<file path="src/rtl/div_pkg.sv">
// div_pkg: state encoding and sizing constants shared by the sequential divider
package div_pkg;
  typedef enum logic [1:0] {IDLE, RUN, DONE} state_e;
  localparam int DEFAULT_WIDTH = 4;
  localparam int CNT_W = $clog2(DEFAULT_WIDTH);
  function automatic int cnt_w(input int w);
    return (w < 2) ? 1 : $clog2(w);
  endfunction
endpackage

</file>
<file path="src/rtl/seq_divider_if.sv">
// seq_divider_if: start/busy/done handshake with operand and result buses
interface seq_divider_if import div_pkg::*; #(parameter int WIDTH = DEFAULT_WIDTH) ();
  logic start;
  logic [WIDTH-1:0] dividend;
  logic [WIDTH-1:0] divisor;
  logic busy;
  logic done;
  logic [WIDTH-1:0] quotient;
  logic [WIDTH-1:0] remainder;
  logic div_by_zero;
  modport master (output start, dividend, divisor, input busy, done, quotient, remainder, div_by_zero);
  modport slave (input start, dividend, divisor, output busy, done, quotient, remainder, div_by_zero);
endinterface

</file>
<file path="src/rtl/seq_divider_ripple_borrow_sub.sv">
// ripple_borrow_sub: a - b through a chain of full-subtractor cells
module ripple_borrow_sub #(parameter int N = 5) (
  input  logic [N-1:0] a,
  input  logic [N-1:0] b,
  output logic [N-1:0] diff,
  output logic         borrow_out
);
  logic [N:0] bw;
  assign bw[0] = 1'b0;
  for (genvar i = 0; i < N; i++) begin : g_fs
    assign diff[i]  = a[i] ^ b[i] ^ bw[i];
    assign bw[i+1]  = (~a[i] & (b[i] | bw[i])) | (b[i] & bw[i]);
  end
  assign borrow_out = bw[N];
endmodule

</file>
<file path="src/rtl/seq_divider.sv">
// seq_divider: restoring divider, one trial subtraction per clock; DIV_ZERO_CHECK_EN short-cuts zero divisors
module seq_divider import div_pkg::*; #(parameter int WIDTH = DEFAULT_WIDTH) (
  input logic clk,
  input logic rst,
  seq_divider_if.slave bus
);
  localparam int CW = cnt_w(WIDTH);
  state_e state_q, state_d;
  logic [CW-1:0] cnt_q, cnt_d;
  logic [WIDTH:0] r_q, r_d, r_sh, diff;
  logic [WIDTH-1:0] q_q, q_d, dvs_q, dvs_d, quo_q, quo_d, rem_q, rem_d;
  logic dbz_q, dbz_d, borrow, accept;
  assign accept = (state_q == IDLE) && bus.start;
  assign r_sh = (r_q << 1) | {{WIDTH{1'b0}}, q_q[WIDTH-1]};
  ripple_borrow_sub #(.N(WIDTH+1)) u_sub (.a(r_sh), .b({1'b0, dvs_q}), .diff(diff), .borrow_out(borrow));
  // next state: operand capture, one restoring iteration per RUN cycle, result load on entry to DONE
  always_comb begin
    state_d = state_q;
    cnt_d = cnt_q;
    r_d = r_q;
    q_d = q_q;
    dvs_d = dvs_q;
    quo_d = quo_q;
    rem_d = rem_q;
    dbz_d = dbz_q;
    if (accept) begin
      state_d = RUN;
      cnt_d = CW'(WIDTH-1);
      r_d = '0;
      q_d = bus.dividend;
      dvs_d = bus.divisor;
`ifdef DIV_ZERO_CHECK_EN
      if (bus.divisor == '0) begin
        state_d = DONE;
        quo_d = '1;
        rem_d = bus.dividend;
        dbz_d = 1'b1;
      end
`endif
    end else if (state_q == RUN) begin
      r_d = borrow ? r_sh : diff;
      q_d = {q_q[WIDTH-2:0], ~borrow};
      cnt_d = cnt_q - CW'(1);
      if (cnt_q == '0) begin
        state_d = DONE;
        cnt_d = '0;
        quo_d = q_d;
        rem_d = r_d[WIDTH-1:0];
        dbz_d = 1'b0;
      end
    end else if (state_q == DONE) begin
      state_d = IDLE;
    end
  end
  // state and datapath registers, cleared immediately by reset
  always_ff @(posedge clk or posedge rst) begin
    if (rst) begin
      state_q <= IDLE;
      cnt_q <= '0;
      r_q <= '0;
      q_q <= '0;
      dvs_q <= '0;
      quo_q <= '0;
      rem_q <= '0;
      dbz_q <= 1'b0;
    end else begin
      state_q <= state_d;
      cnt_q <= cnt_d;
      r_q <= r_d;
      q_q <= q_d;
      dvs_q <= dvs_d;
      quo_q <= quo_d;
      rem_q <= rem_d;
      dbz_q <= dbz_d;
    end
  end
  assign bus.busy = state_q != IDLE;
  assign bus.done = state_q == DONE;
  assign bus.quotient = quo_q;
  assign bus.remainder = rem_q;
  assign bus.div_by_zero = dbz_q;
endmodule

</file>
<file path="src/flat_wrapper.sv">
// flat-port wrapper written by rule: the top's interface ports become plain ports
module seq_divider_flat import div_pkg::*;
#(parameter int WIDTH = DEFAULT_WIDTH)
  (clk, rst, bus_start, bus_dividend, bus_divisor, bus_busy, bus_done, bus_quotient, bus_remainder, bus_div_by_zero);
  seq_divider_if #(.WIDTH(WIDTH)) bus_i ();
  input logic clk;
  input logic rst;
  input wire logic [$bits(bus_i.start)-1:0] bus_start;
  input wire logic [$bits(bus_i.dividend)-1:0] bus_dividend;
  input wire logic [$bits(bus_i.divisor)-1:0] bus_divisor;
  output wire logic [$bits(bus_i.busy)-1:0] bus_busy;
  output wire logic [$bits(bus_i.done)-1:0] bus_done;
  output wire logic [$bits(bus_i.quotient)-1:0] bus_quotient;
  output wire logic [$bits(bus_i.remainder)-1:0] bus_remainder;
  output wire logic [$bits(bus_i.div_by_zero)-1:0] bus_div_by_zero;
  assign bus_i.start = bus_start;
  assign bus_i.dividend = bus_dividend;
  assign bus_i.divisor = bus_divisor;
  assign bus_busy = bus_i.busy;
  assign bus_done = bus_i.done;
  assign bus_quotient = bus_i.quotient;
  assign bus_remainder = bus_i.remainder;
  assign bus_div_by_zero = bus_i.div_by_zero;
  seq_divider #(.WIDTH(WIDTH)) u_core (.clk(clk), .rst(rst), .bus(bus_i));
endmodule
</file>
<file path="config.mk">
export PLATFORM = sky130hd
export DESIGN_NAME = seq_divider_flat
export DESIGN_NICKNAME = d
export VERILOG_FILES = /design/src/rtl/div_pkg.sv /design/src/rtl/seq_divider_if.sv /design/src/rtl/seq_divider_ripple_borrow_sub.sv /design/src/rtl/seq_divider.sv /design/src/flat_wrapper.sv
export SDC_FILE = /design/constraint.sdc
export NUM_CORES = 1
export LEC_CHECK = 0
export BUFFER_PORTS_ARGS = -buffer_cell sky130_fd_sc_hd__buf_2
export CAP_MARGIN = 20
export CORE_MARGIN = 2
export CORE_UTILIZATION = 35
export DETAILED_ROUTE_END_ITERATION = 8
export HOLD_SLACK_MARGIN = 0.05
export PLACE_DENSITY = 0.59
export SLEW_MARGIN = 20
export SYNTH_ARGS = -nofsm -noshare
export SYNTH_HDL_FRONTEND = slang
export SYNTH_SLANG_ARGS = --single-unit
</file>
<file path="constraint.sdc">
create_clock -name clk -period 5.2 [get_ports clk]
set_clock_uncertainty 0.1 [all_clocks]
set_input_delay 0.78 -clock clk [delete_from_list [all_inputs] [get_ports clk]]
set_output_delay 0.78 -clock clk [all_outputs]
set_load 0.02 [all_outputs]
</file>
Word level (Yosys, flattened, before mapping) --
Index checks and enable logic that the tools add are counted.
Word-level totals: logic and storage cells 60, output and inout port bits 11, bits in registers 24, bits of input ports 11
Operators by class: eq/ne operators 3, bitwise gates (word level) 29, add/sub/neg operators 1, reduce and logical (&&, ||, !) cells 8, muxes and demuxes 12
Operators with widths (number):
- $mux 4 | 5
- $mux 2 | 7
- $and 1x1->1 | 8
- $not 1->1 | 7
- $xor 1x1->1 | 7
- $or 1x1->1 | 6
- $or 5x1->5 | 1
- $logic_not 2->1 | 2
- $reduce_bool 2->1 | 2
- $ne 3x2->1 const B | 1
- $reduce_and 3->1 | 1
- $reduce_bool 3->1 | 1
- $eq 2x1->1 const B | 1
- $eq 2x2->1 const B | 1
- $reduce_and 2->1 | 1
- $sub 2x1->2 const B | 1
- $logic_and 1x1->1 | 1

Depth between registers and ports, before layout --
depth after elaboration 16, depth in mapped cells 11, depth with buffers taken out 10

Cells and area by module --
A second synthesis with hierarchy kept.
Second synthesis, totals: cell total of the unflattened synthesis 108, area total of the unflattened synthesis 1156.1 um2
Modules (own cells, without submodules):
- seq_divider | area an instance 1022.2 um2, seq. area each 600.6 um2, cells an instance 92, instances 1
- ripple_borrow_sub | area an instance 133.9 um2, seq. area each 0.0 um2, cells an instance 16, instances 1

Least setup slack after synthesis --
No wires, ideal clock.
kind register to register, from reg u_core.q_q[3], to reg u_core.rem_q[2] (netlist: u_core.bus.remainder[2]), arrival time 2342 ps, required time 4975 ps, cell stages (with the launch flop) 12, library setup time 125 ps, period minus slack after synthesis 2567 ps, path buffers 1, path slack 2633 ps, cell sequence dfrtp_1 inv_1 ha_1 inv_1 fa_1 fa_1 inv_1 fa_1 nor2b_4 buf_6 mux2_4 mux2_2
On the way: longest elaborated chain between the ends 14, elaborated cells on any way between the ends 18, those cells by class mux (1); bitwise (17)
RTL lines:
- start, declared | line seq_divider.sv:11 | logic [WIDTH-1:0] q_q, q_d, dvs_q, dvs_d, quo_q, quo_d, rem_q, rem_d;
- start signal, assigned | line seq_divider.sv:70 | q_q <= q_d;
- $or 5x1->5 (*) | line seq_divider.sv:14 | assign r_sh = (r_q << 1) | {{WIDTH{1'b0}}, q_q[WIDTH-1]};
- $not 1->1 (*) | line seq_divider_ripple_borrow_sub.sv:12 | assign bw[i+1] = (~a[i] & (b[i] | bw[i])) | (b[i] & bw[i]);
- $and 1x1->1 (*) | line seq_divider_ripple_borrow_sub.sv:12
- $or 1x1->1 | line seq_divider_ripple_borrow_sub.sv:12
- $and 1x1->1 | line seq_divider_ripple_borrow_sub.sv:12
- $or 1x1->1 (*) | line seq_divider_ripple_borrow_sub.sv:12
- $or 1x1->1 | line seq_divider_ripple_borrow_sub.sv:12
- $and 1x1->1 | line seq_divider_ripple_borrow_sub.sv:12
- $or 1x1->1 (2 in series) | line seq_divider_ripple_borrow_sub.sv:12
- $and 1x1->1 | line seq_divider_ripple_borrow_sub.sv:12
- $or 1x1->1 | line seq_divider_ripple_borrow_sub.sv:12
- $and 1x1->1 | line seq_divider_ripple_borrow_sub.sv:12
- $mux 4 (*) | line seq_divider.sv:41 | r_d = borrow ? r_sh : diff;
- end signal, assigned | line seq_divider.sv:73 | rem_q <= rem_d;
- end, declared | line seq_divider.sv:11
Every way passes the cells marked *; elsewhere a longest branch is shown, timed or not. A chain may end at the register's enable or synchronous reset.

Worst setup path after layout --
Same ends and word-level chain as after synthesis.

==> results.cfg <==
[floorplan]
num_io_pins = 22
dieArea_um2 = 3940
die_w_um = 62.8
initial_core_util_pct = 36.2
fp-row-count = 21
die_height_um = 62.8
coreArea_um2 = 3340

[placed_design]
placed_cells = 171
port_buffers = 20
place_area_um2 = 1330
gp_congestion = 0.797
dp_slack_ns = 2.50
dp_hpwl_um = 1580

[layout]
stdcell_count = 175
fin_nets = 148
final_layout_size_suffix_gt1_share_pct = 29.5
areaGrowthSynthToFinish_pct = 13.3
fin_util_pct = 41.0
final_cell_area_um2 = 1370
num_antenna_cells = 0

[clocking]
cts.htree.levels = 1
tritoncts = built
cts.sink_count = 24
post_cts_resized = 0
cts-buffers-inserted = 3
clock_path_buffers = 2
path_clk_slew_ns = 0.13
post-cts-setup-buffers = 0
postCtsHoldBufs = 0
clk_latency_ns = 0.31
cts_root_buf = clkbuf_4

[grt]
antenna_found_initial = 0
grt.total_usage_pct = 13.0
grt_pass1_wl_um = 4080
grt_pass1_vias = 871
grt_max_degree = 25
overflow = 0

[timing]
hold_viol = 0
fin_crit_sh_pct = 52.0
rsz0062_at_grt = no
slew_viol_final = 0
max_freq_mhz = 370
min_period_ns = 2.70
final-setup-viol-count = 0
holdWs_ns = 0.413
tightestPinTransition_ns = 0.889
setup_ws_ns = 2.50
tns_ns = 0
relSlewSlack_pct = 40.7

[pwr]
p_leak_nw = 0.675
worst_ir_drop_vdd_mv = 0.255
p_int_mw = 0.566
switching_share_pct = 41.1
switching_power_mw = 0.395
clkPwrFrac_pct = 10.3
powerDensity_nw_per_um2 = 702
power_frac_comb_pct = 54.8
p_seq_share_pct = 35.0
power_mw = 0.961

[synth]
yosys.area.top_type = dfrtp_1
synth.ff_latch_count = 24
yosysSeqAreaShare_pct = 49.7
synth_area_leaders = dfrtp_1, mux2_2, fa_1, mux2i_1, nand2_1
syn_nets = 128
yosys.area.top_type_share_pct = 49.7
syn_inst = 110
synth_area_um2 = 1210
syn_avg_cell_area_um2 = 11.0
yosysWarnings = 0
ys_types = 26

[setup_path]
setup.worst_path.class = register to register
worstPathRequired_ns = 5.31
start_kind = register
worst-path-max-fanout = 7
rr_startpoint = u_core.q_q[3]
reg2reg_to = u_core.bus.remainder[2]
reg2reg_slack_ns = 2.50
cp.arrival_ns = 2.81
startpoint = u_core.q_q[3]
critPathCaptureType = register
reg2reg_depth = 10

[drt]
drt-initial-drc-count = 37
route.vias.total = 803
wl_um = 2120
drcViolationCount = 0
dr.pass1.iters = 3
viasPerCell = 4.59
drtAntennaViolNets = 0
wl_per_cell_um = 12.1

[run_status]
status = complete, no violations

[flow_run]
maxCapViolCount = 0

[worst_hold_path]
min_to = u_core.dvs_q[0]
hp-class = register to register
hold_depth = 2
hold_start = u_core.dvs_q[0]
cell usage after synthesis:
master / n
inv_1: 12
and2_1: 1
a21oi_1: 4
buf_2: 3
mux2_4: 2
a31oi_1: 1
a211oi_1: 1
a22oi_1: 1
mux2i_1: 6
o21ai_0: 10
mux2_2: 7
o21a_1: 2
or2_2: 1
dfrtp_1: 24
conb_1: 1
buf_4: 1
nand2_1: 16
buf_6: 1
nor2b_4: 1
fa_1: 3
o21ba_2: 2
a21o_1: 1
nand3_2: 1
nand3_1: 1
nor2_1: 3
ha_1: 4
sequential cells by signal, summed over array words and instances, names as in the netlist:
signal	cells
u_core.bus.quotient	4
u_core.bus.remainder	4
u_core.dvs_q	4
u_core.q_q	4
u_core.r_q	4
u_core.cnt_q	2
u_core.state_q	2
cell usage in the layout (no fill, tap or decap), types with 2 or more instances in the layout:
cell,Yosys,layout
a21oi_1,4,4
buf_2,3,20
clkbuf_4,0,3
dfrtp_1,24,24
fa_1,3,3
ha_1,4,4
inv_1,12,12
mux2_2,7,7
mux2_4,2,2
mux2i_1,6,6
nand2_1,16,16
nor2_1,3,3
o21a_1,2,2
o21ai_0,10,10
o21ba_2,2,2
kinds of logic after synthesis:
group / after synthesis / share of synthesized area, %
compound gates: 22 / 11.1
fa+ha+maj: 7 / 9.11
buf+inv: 17 / 6.52
flops: 24 / 49.7
mux: 15 / 14.0
other cells: 1 / 0.310
simple gates: 24 / 9.32
how the worst max path moves through the flow:
stage                                   end  cells past startpoint
floorplan           u_core.bus.remainder[2]                     11
global placement    u_core.bus.remainder[2]                     10
detailed placement  u_core.bus.remainder[2]                     10
CTS                 u_core.bus.remainder[2]                     10
global route        u_core.bus.remainder[2]                     10
finish              u_core.bus.remainder[2]                     10
layer usage:
layer	vias up	global-route usage (%)	share of wire, %
li1	396	-	-
met1	391	15.9	45
met4	0	2.50	0.66
met5	-	0	0
met3	2	3.06	4.2
met2	14	23.5	50
area by class of cell:
type	instances	area, um^2
clock buffer	4	36.3
fill	338	1970
sequential	24	601
timing repair buffer	20	100
multi-input combinational	69	529
inverter	12	45.0
tap	46	57.6
worst max-delay path: stages (launching register included):
cell and delay, ns:
dfrtp_1 0.40, inv_1 0.07, ha_1 0.13, inv_1 0.05, fa_1 0.37, fa_1 0.36
inv_1 0.08, fa_1 0.18, nor2b_4 0.27, mux2_4 0.33, mux2_2 0.26
power groups by stage:
stage / sequential, mW / clock (mW) / combinational, mW
finish: 0.336 / 0.0985 / 0.526
global route: 0.351 / 0.112 / 0.602
CTS: 0.337 / 0.104 / 0.535
detailed placement: 0.340 / 0 / 0.533
global placement: 0.339 / 0 / 0.515
floorplan: 0.364 / 0 / 0.401
(Power assumes the default switching activity.)
